## src/rtl/mem_arbiter_if.sv

```systemverilog
// Bus bundle for mem_arbiter: two requester ports, the single memory
// command/response port and the arbiter status outputs.
// slave  : the arbiter side (drives acks, memory command, status).
// master : the environment side (requesters and memory model).
interface mem_arbiter_if #(
  parameter int ADDR_W = 5,
  parameter int DATA_W = 8
);
  logic              req0;
  logic              req1;
  logic              we0;
  logic              we1;
  logic [ADDR_W-1:0] addr0;
  logic [ADDR_W-1:0] addr1;
  logic [DATA_W-1:0] wdata0;
  logic [DATA_W-1:0] wdata1;
  logic              ack0;
  logic              ack1;
  logic [DATA_W-1:0] rdata;
  logic              mem_en;
  logic              mem_we;
  logic [ADDR_W-1:0] mem_addr;
  logic [DATA_W-1:0] mem_wdata;
  logic [DATA_W-1:0] mem_rdata;
  logic              busy;
  logic              owner;

  modport slave (
    input  req0, req1, we0, we1, addr0, addr1, wdata0, wdata1, mem_rdata,
    output ack0, ack1, rdata, mem_en, mem_we, mem_addr, mem_wdata, busy, owner
  );

  modport master (
    output req0, req1, we0, we1, addr0, addr1, wdata0, wdata1, mem_rdata,
    input  ack0, ack1, rdata, mem_en, mem_we, mem_addr, mem_wdata, busy, owner
  );
endinterface

```

## src/rtl/mem_arbiter.sv

```systemverilog
// mem_arbiter: two-requester arbiter in front of a single-port memory with a
// fixed read latency of RD_LAT cycles (1..3).
// Sequence per access: IDLE (sample requests) -> ACCESS (one memory strobe)
// -> WAIT (reads only, RD_LAT cycles) -> DONE (one-cycle ack) -> IDLE.
// Optional feature macro: MEM_ARB_ROUND_ROBIN_EN
//   defined   : tie-break pointer moves to the non-owner after every access.
//   undefined : tie-break pointer fixed at 0, requester 0 always wins ties.
module mem_arbiter #(
  parameter int ADDR_W = 5,
  parameter int DATA_W = 8,
  parameter int RD_LAT = 1
) (
  input  logic clock,
  input  logic reset,
  mem_arbiter_if.slave bus
);

  typedef enum logic [1:0] {
    IDLE   = 2'd0,
    ACCESS = 2'd1,
    WAIT   = 2'd2,
    DONE   = 2'd3
  } state_t;

  // WAIT counts down from RD_LAT-1; the cycle it reads zero is the last one.
  localparam logic [1:0] WAIT_LOAD = 2'(RD_LAT - 1);

  state_t            state_r;
  state_t            state_s;

  logic              owner_r;
  logic              prio_r;
  logic              we_r;
  logic [ADDR_W-1:0] addr_r;
  logic [DATA_W-1:0] wdata_r;
  logic [DATA_W-1:0] rdata_r;
  logic [1:0]        cnt_r;

  logic              ack0_r;
  logic              ack1_r;
  logic              mem_en_r;
  logic              mem_we_r;
  logic              busy_r;

  logic              any_req_s;
  logic              win_s;
  logic              win_we_s;
  logic              ack0_s;
  logic              ack1_s;
  logic              mem_en_s;
  logic              mem_we_s;
  logic              busy_s;

  // Pick the winning requester and its write flag (only used in IDLE).
  always_comb begin
    any_req_s = bus.req0 | bus.req1;
    win_s     = 1'b0;
    win_we_s  = 1'b0;
    if (bus.req0 && bus.req1) begin
      win_s = prio_r;
    end else if (bus.req1) begin
      win_s = 1'b1;
    end else begin
      win_s = 1'b0;
    end
    if (win_s) begin
      win_we_s = bus.we1;
    end else begin
      win_we_s = bus.we0;
    end
  end

  // FSM state register.
  always_ff @(posedge clock) begin
    if (reset) begin
      state_r <= IDLE;
    end else begin
      state_r <= state_s;
    end
  end

  // FSM next-state logic.
  always_comb begin
    state_s = state_r;
    case (state_r)
      IDLE: begin
        if (any_req_s) begin
          state_s = ACCESS;
        end else begin
          state_s = IDLE;
        end
      end
      ACCESS: begin
        if (we_r) begin
          state_s = DONE;
        end else begin
          state_s = WAIT;
        end
      end
      WAIT: begin
        if (cnt_r == 2'd0) begin
          state_s = DONE;
        end else begin
          state_s = WAIT;
        end
      end
      DONE:    state_s = IDLE;
      default: state_s = IDLE;
    endcase
  end

  // FSM output decode, evaluated on the next state so outputs can be registered.
  // ACCESS is only ever entered from IDLE, so its write flag is the winner's.
  always_comb begin
    ack0_s   = (state_s == DONE) && !owner_r;
    ack1_s   = (state_s == DONE) &&  owner_r;
    mem_en_s = (state_s == ACCESS);
    mem_we_s = (state_s == ACCESS) && win_we_s;
    busy_s   = (state_s != IDLE);
  end

  // Output registers.
  always_ff @(posedge clock) begin
    if (reset) begin
      ack0_r   <= 1'b0;
      ack1_r   <= 1'b0;
      mem_en_r <= 1'b0;
      mem_we_r <= 1'b0;
      busy_r   <= 1'b0;
    end else begin
      ack0_r   <= ack0_s;
      ack1_r   <= ack1_s;
      mem_en_r <= mem_en_s;
      mem_we_r <= mem_we_s;
      busy_r   <= busy_s;
    end
  end

  // Request latch, WAIT counter, read-data capture and tie-break pointer.
  always_ff @(posedge clock) begin
    if (reset) begin
      owner_r <= 1'b0;
      prio_r  <= 1'b0;
      we_r    <= 1'b0;
      addr_r  <= {ADDR_W{1'b0}};
      wdata_r <= {DATA_W{1'b0}};
      rdata_r <= {DATA_W{1'b0}};
      cnt_r   <= 2'd0;
    end else begin
      case (state_r)
        IDLE: begin
          if (any_req_s) begin
            owner_r <= win_s;
            we_r    <= win_we_s;
            addr_r  <= win_s ? bus.addr1  : bus.addr0;
            wdata_r <= win_s ? bus.wdata1 : bus.wdata0;
          end
        end
        ACCESS: begin
          cnt_r <= WAIT_LOAD;
        end
        WAIT: begin
          if (cnt_r == 2'd0) begin
            rdata_r <= bus.mem_rdata;
          end else begin
            cnt_r <= cnt_r - 2'd1;
          end
        end
        DONE: begin
`ifdef MEM_ARB_ROUND_ROBIN_EN
          prio_r <= ~owner_r;
`else
          prio_r <= 1'b0;
`endif
        end
        default: begin
          cnt_r <= 2'd0;
        end
      endcase
    end
  end

  assign bus.ack0      = ack0_r;
  assign bus.ack1      = ack1_r;
  assign bus.rdata     = rdata_r;
  assign bus.mem_en    = mem_en_r;
  assign bus.mem_we    = mem_we_r;
  assign bus.mem_addr  = addr_r;
  assign bus.mem_wdata = wdata_r;
  assign bus.busy      = busy_r;
  assign bus.owner     = owner_r;

endmodule

```

## src/flat_wrapper.sv

```systemverilog
// flat-port wrapper written by rule: the top's interface ports become plain ports
module mem_arbiter_flat 
#(
  parameter int ADDR_W = 5,
  parameter int DATA_W = 8,
  parameter int RD_LAT = 1
)
  (clock, reset, bus_req0, bus_req1, bus_we0, bus_we1, bus_addr0, bus_addr1, bus_wdata0, bus_wdata1, bus_mem_rdata, bus_ack0, bus_ack1, bus_rdata, bus_mem_en, bus_mem_we, bus_mem_addr, bus_mem_wdata, bus_busy, bus_owner);
  mem_arbiter_if #(.ADDR_W(ADDR_W), .DATA_W(DATA_W)) bus_i ();
  input  logic clock;
  input  logic reset;
  input wire logic [$bits(bus_i.req0)-1:0] bus_req0;
  input wire logic [$bits(bus_i.req1)-1:0] bus_req1;
  input wire logic [$bits(bus_i.we0)-1:0] bus_we0;
  input wire logic [$bits(bus_i.we1)-1:0] bus_we1;
  input wire logic [$bits(bus_i.addr0)-1:0] bus_addr0;
  input wire logic [$bits(bus_i.addr1)-1:0] bus_addr1;
  input wire logic [$bits(bus_i.wdata0)-1:0] bus_wdata0;
  input wire logic [$bits(bus_i.wdata1)-1:0] bus_wdata1;
  input wire logic [$bits(bus_i.mem_rdata)-1:0] bus_mem_rdata;
  output wire logic [$bits(bus_i.ack0)-1:0] bus_ack0;
  output wire logic [$bits(bus_i.ack1)-1:0] bus_ack1;
  output wire logic [$bits(bus_i.rdata)-1:0] bus_rdata;
  output wire logic [$bits(bus_i.mem_en)-1:0] bus_mem_en;
  output wire logic [$bits(bus_i.mem_we)-1:0] bus_mem_we;
  output wire logic [$bits(bus_i.mem_addr)-1:0] bus_mem_addr;
  output wire logic [$bits(bus_i.mem_wdata)-1:0] bus_mem_wdata;
  output wire logic [$bits(bus_i.busy)-1:0] bus_busy;
  output wire logic [$bits(bus_i.owner)-1:0] bus_owner;
  assign bus_i.req0 = bus_req0;
  assign bus_i.req1 = bus_req1;
  assign bus_i.we0 = bus_we0;
  assign bus_i.we1 = bus_we1;
  assign bus_i.addr0 = bus_addr0;
  assign bus_i.addr1 = bus_addr1;
  assign bus_i.wdata0 = bus_wdata0;
  assign bus_i.wdata1 = bus_wdata1;
  assign bus_i.mem_rdata = bus_mem_rdata;
  assign bus_ack0 = bus_i.ack0;
  assign bus_ack1 = bus_i.ack1;
  assign bus_rdata = bus_i.rdata;
  assign bus_mem_en = bus_i.mem_en;
  assign bus_mem_we = bus_i.mem_we;
  assign bus_mem_addr = bus_i.mem_addr;
  assign bus_mem_wdata = bus_i.mem_wdata;
  assign bus_busy = bus_i.busy;
  assign bus_owner = bus_i.owner;
  mem_arbiter #(.ADDR_W(ADDR_W), .DATA_W(DATA_W), .RD_LAT(RD_LAT)) u_core (.clock(clock), .reset(reset), .bus(bus_i));
endmodule
```

## config.mk

```make
export PLATFORM = sky130hd
export DESIGN_NAME = mem_arbiter_flat
export DESIGN_NICKNAME = d
export VERILOG_FILES = /design/src/rtl/mem_arbiter_if.sv /design/src/rtl/mem_arbiter.sv /design/src/flat_wrapper.sv
export SDC_FILE = /design/constraint.sdc
export NUM_CORES = 1
export LEC_CHECK = 0
export ABC_CLOCK_PERIOD_IN_PS = 3300
export CORE_ASPECT_RATIO = 1.1
export CORE_MARGIN = 2
export CORE_UTILIZATION = 42
export DETAILED_ROUTE_END_ITERATION = 6
export PLACE_DENSITY = 0.84
export SKIP_CTS_REPAIR_TIMING = 1
export SLEW_MARGIN = 20
export SYNTH_ARGS = -nofsm -noshare
export SYNTH_HDL_FRONTEND = slang
export SYNTH_SLANG_ARGS = --single-unit
```

## constraint.sdc

```tcl
create_clock -name clock -period 3.3 [get_ports clock]
set_clock_uncertainty 0.1 [all_clocks]
set_input_delay 0.99 -clock clock [delete_from_list [all_inputs] [get_ports clock]]
set_output_delay 0.99 -clock clock [all_outputs]
set_load 0.02 [all_outputs]
```

==> impl_metrics.yaml <==
min_path:
  holdPathEnd: "u_core.bus.rdata[0]"
  min_from: "u_core.bus.rdata[0]"
  hold_path_class: "reg -> reg"
  min_path_cells: 2
logic_synthesis:
  synth_top_area_cell: "dfxtp_1"
  synth.area.top_cells: "dfxtp_1 (50%), nand2_1 (12%), a311oi_1 (8.8%)"
  seq_area_frac_synth: 0.495
  syn_nets: 199
  synth_area_um2: 1290
  syn_area_per_cell_um2: 8.35
  synth_seq_cells: 32
  synthCells: 155
  synth_top_area_share: 0.495
  yosysUniqueCellTypes: 23
  synth_warnings: 0
sta:
  hold_slack_ns: 0.357
  fmax_mhz: 403
  drv_slew: 0
  hold_violations: 0
  slew_headroom: 0.643
  fin_ws_ns: 0.819
  tightest_slew_ns: 0.536
  min_period_ns: 2.48
  final-setup-viol-count: 0
  fin_tns_setup_ns: 0
  rsz0062_at_grt: "no"
  fin_crit_sh: 0.752
power:
  vdd_drop_max_mv: 0.521
  p_leak_nw: 0.798
  p_per_area_nw_per_um2: 591
clock_tree:
  path_clk_slew_ns: 0.11
  tritoncts: "done"
  cts_buffers: 5
  clkLatencyLatePin_ns: 0.35
  cts_max_level: 2
  cts-root-buf: "clkbuf_4"
  clock_path_buffers: 2
  cts_sinks: 32
drt:
  drt_wl_total_um: 3170
  routed-via-count: 1283
  via_per_inst: 4.97
  wire_per_inst_um: 12.3
  firstDrtPassIters: 4
  drt_iter0_drc: 24
  drc: 0
  ant_nets: 0
global_route:
  grt-ovfl-total: 0
  antenna_found_initial: 0
  grt_pass1_vias: 1242
  grt_pass1_wl_um: 5440
  grt_start_max_net_pins: 17
  track_usage: 0.199
final_layout:
  num-fill-cells: 258
  register_area_um2: 641
  postLayoutCellArea_um2: 2050
  fin_nets: 267
  area_growth_syn_to_layout_pct: 58.1
  layout-drive-gt1-share: 0.0536
  multi_input_area_um2: 562
  diodes: 0
placement:
  place_ws_ns: 0.718
  place_area_um2: 1970
  place.gp.congestion: 0.722
  dp_hpwl_um: 2310
  port_buffers: 66
setup_path:
  cp-start-kind: "flip-flop"
  critPathMaxFanout: 4
  worst-path-buf-inv: 1
  slowest_delay_ns: 0.64
  critical-path-slowest-cell: "clkdlybuf4s50_1"
  arrival_ns: 1.39
  cp_top_family: "buffers and inverters"
  required_ns: 2.21
  r2r_end: "u_core.bus.mem_wdata[6]"
  criticalPathCategory: "reg -> out"
  path_cells: "clkdlybuf4s50_1"
  reg2reg_depth: 6
  cp-end-kind: "output port"
  rrSetupSlack_ns: 1.60
  rr_startpoint: "u_core.state_r[1]"
floorplanning:
  rows: 21
  ios: 67
  initial_utilization: 0.432
  die_y_um: 62.2
  die_area_um2: 3540
  chipWidth_um: 56.9
  core_um2: 3000
status:
  status: "complete, no violations"
flow_run:
  drv_cap: 0
kinds of logic after synthesis:
kind of cell / Yosys count / synth area share
adders and majority gates: 4 / 0.0387
AOI/OAI and AO/OA: 32 / 0.170
buffers and inverters: 17 / 0.0706
muxes: 1 / 0.00774
and+or+nand+nor: 69 / 0.218
DFF: 32 / 0.495
power breakdown:
group          internal [mW]  switching, mW
Combinational          0.205          0.221
Sequential             0.451         0.0324
Clock                  0.158          0.142
Total                  0.814          0.395
cell type report:
cell class,instances,share of cell area
inverters,8,0.0147
flip-flops and latches,32,0.313
multi-input cells,106,0.275
well taps,34,0.0208
clock buffers,5,0.0183
clock inverters,3,0.0208
repair buffers,70,0.338
through the flow:
step | cells | util | total power, mW
after floorplan | 155 | - | 0.734
after global placement | 250 | 0.656 | 0.912
after detailed placement | 250 | 0.656 | 0.918
after CTS | 258 | 0.683 | 1.22
after global routing | 258 | 0.683 | 1.28
final | 258 | 0.683 | 1.21
worst max path at each step:
| stage | startpoint | endpoint | slack, ns | cells past startpoint |
|---|---|---|---|---|
| floorplan | bus_req1 | u_core.bus.ack1 | 1.44 | 3 |
| global placement | bus_req0 | u_core.we_r | 0.76 | 4 |
| detailed placement | bus_req0 | u_core.we_r | 0.72 | 4 |
| CTS | u_core.bus.owner | bus_owner | 0.82 | 1 |
| global route | u_core.bus.owner | bus_owner | 0.76 | 1 |
| finish | u_core.bus.owner | bus_owner | 0.82 | 1 |
synth_stat cells (all sizes together):
cell type and instances:
nand2 43, dfxtp 32, nor2 17, a21oi 13, a311oi 13, inv 8
buf 6, ha 4, clkbuf 3, a211oi 2, nand3 2, nor4 2
o21ai 2, a22o 1, and2 1, and2b 1, and3b 1, mux2i 1
nand2b 1, nor3 1, o21a 1
layout by cell type, fill, tap and decap left out, types with 2 or more instances in the layout:
cell type        count
clkdlybuf4s50_1     66
nand2_1             43
dfxtp_1             32
nor2_1              17
a311oi_1            13
a21oi_1             13
inv_1                8
clkbuf_4             5
ha_1                 4
buf_4                4
a211oi_1             2
o21ai_0              2
nand3_1              2
nor4_1               2
flip-flops by register name (all words and copies together) (netlist names):
register              cells
u_core.bus.busy           1
u_core.bus.owner          1
u_core.bus.mem_addr       5
u_core.bus.ack1           1
u_core.we_r               1
u_core.bus.mem_wdata      8
u_core.bus.mem_we         1
u_core.state_r            2
u_core.cnt_r              2
u_core.bus.ack0           1
u_core.bus.rdata          8
u_core.bus.mem_en         1
layer usage:
layer  part of all wire  routed length, µm  track usage
met5                  0                  0            0
met4              0.015                 48        0.105
met1               0.39               1250        0.228
met2               0.47               1500        0.312
met3               0.12                370       0.0813
Note: power is estimated with default switching activity, not from simulation.
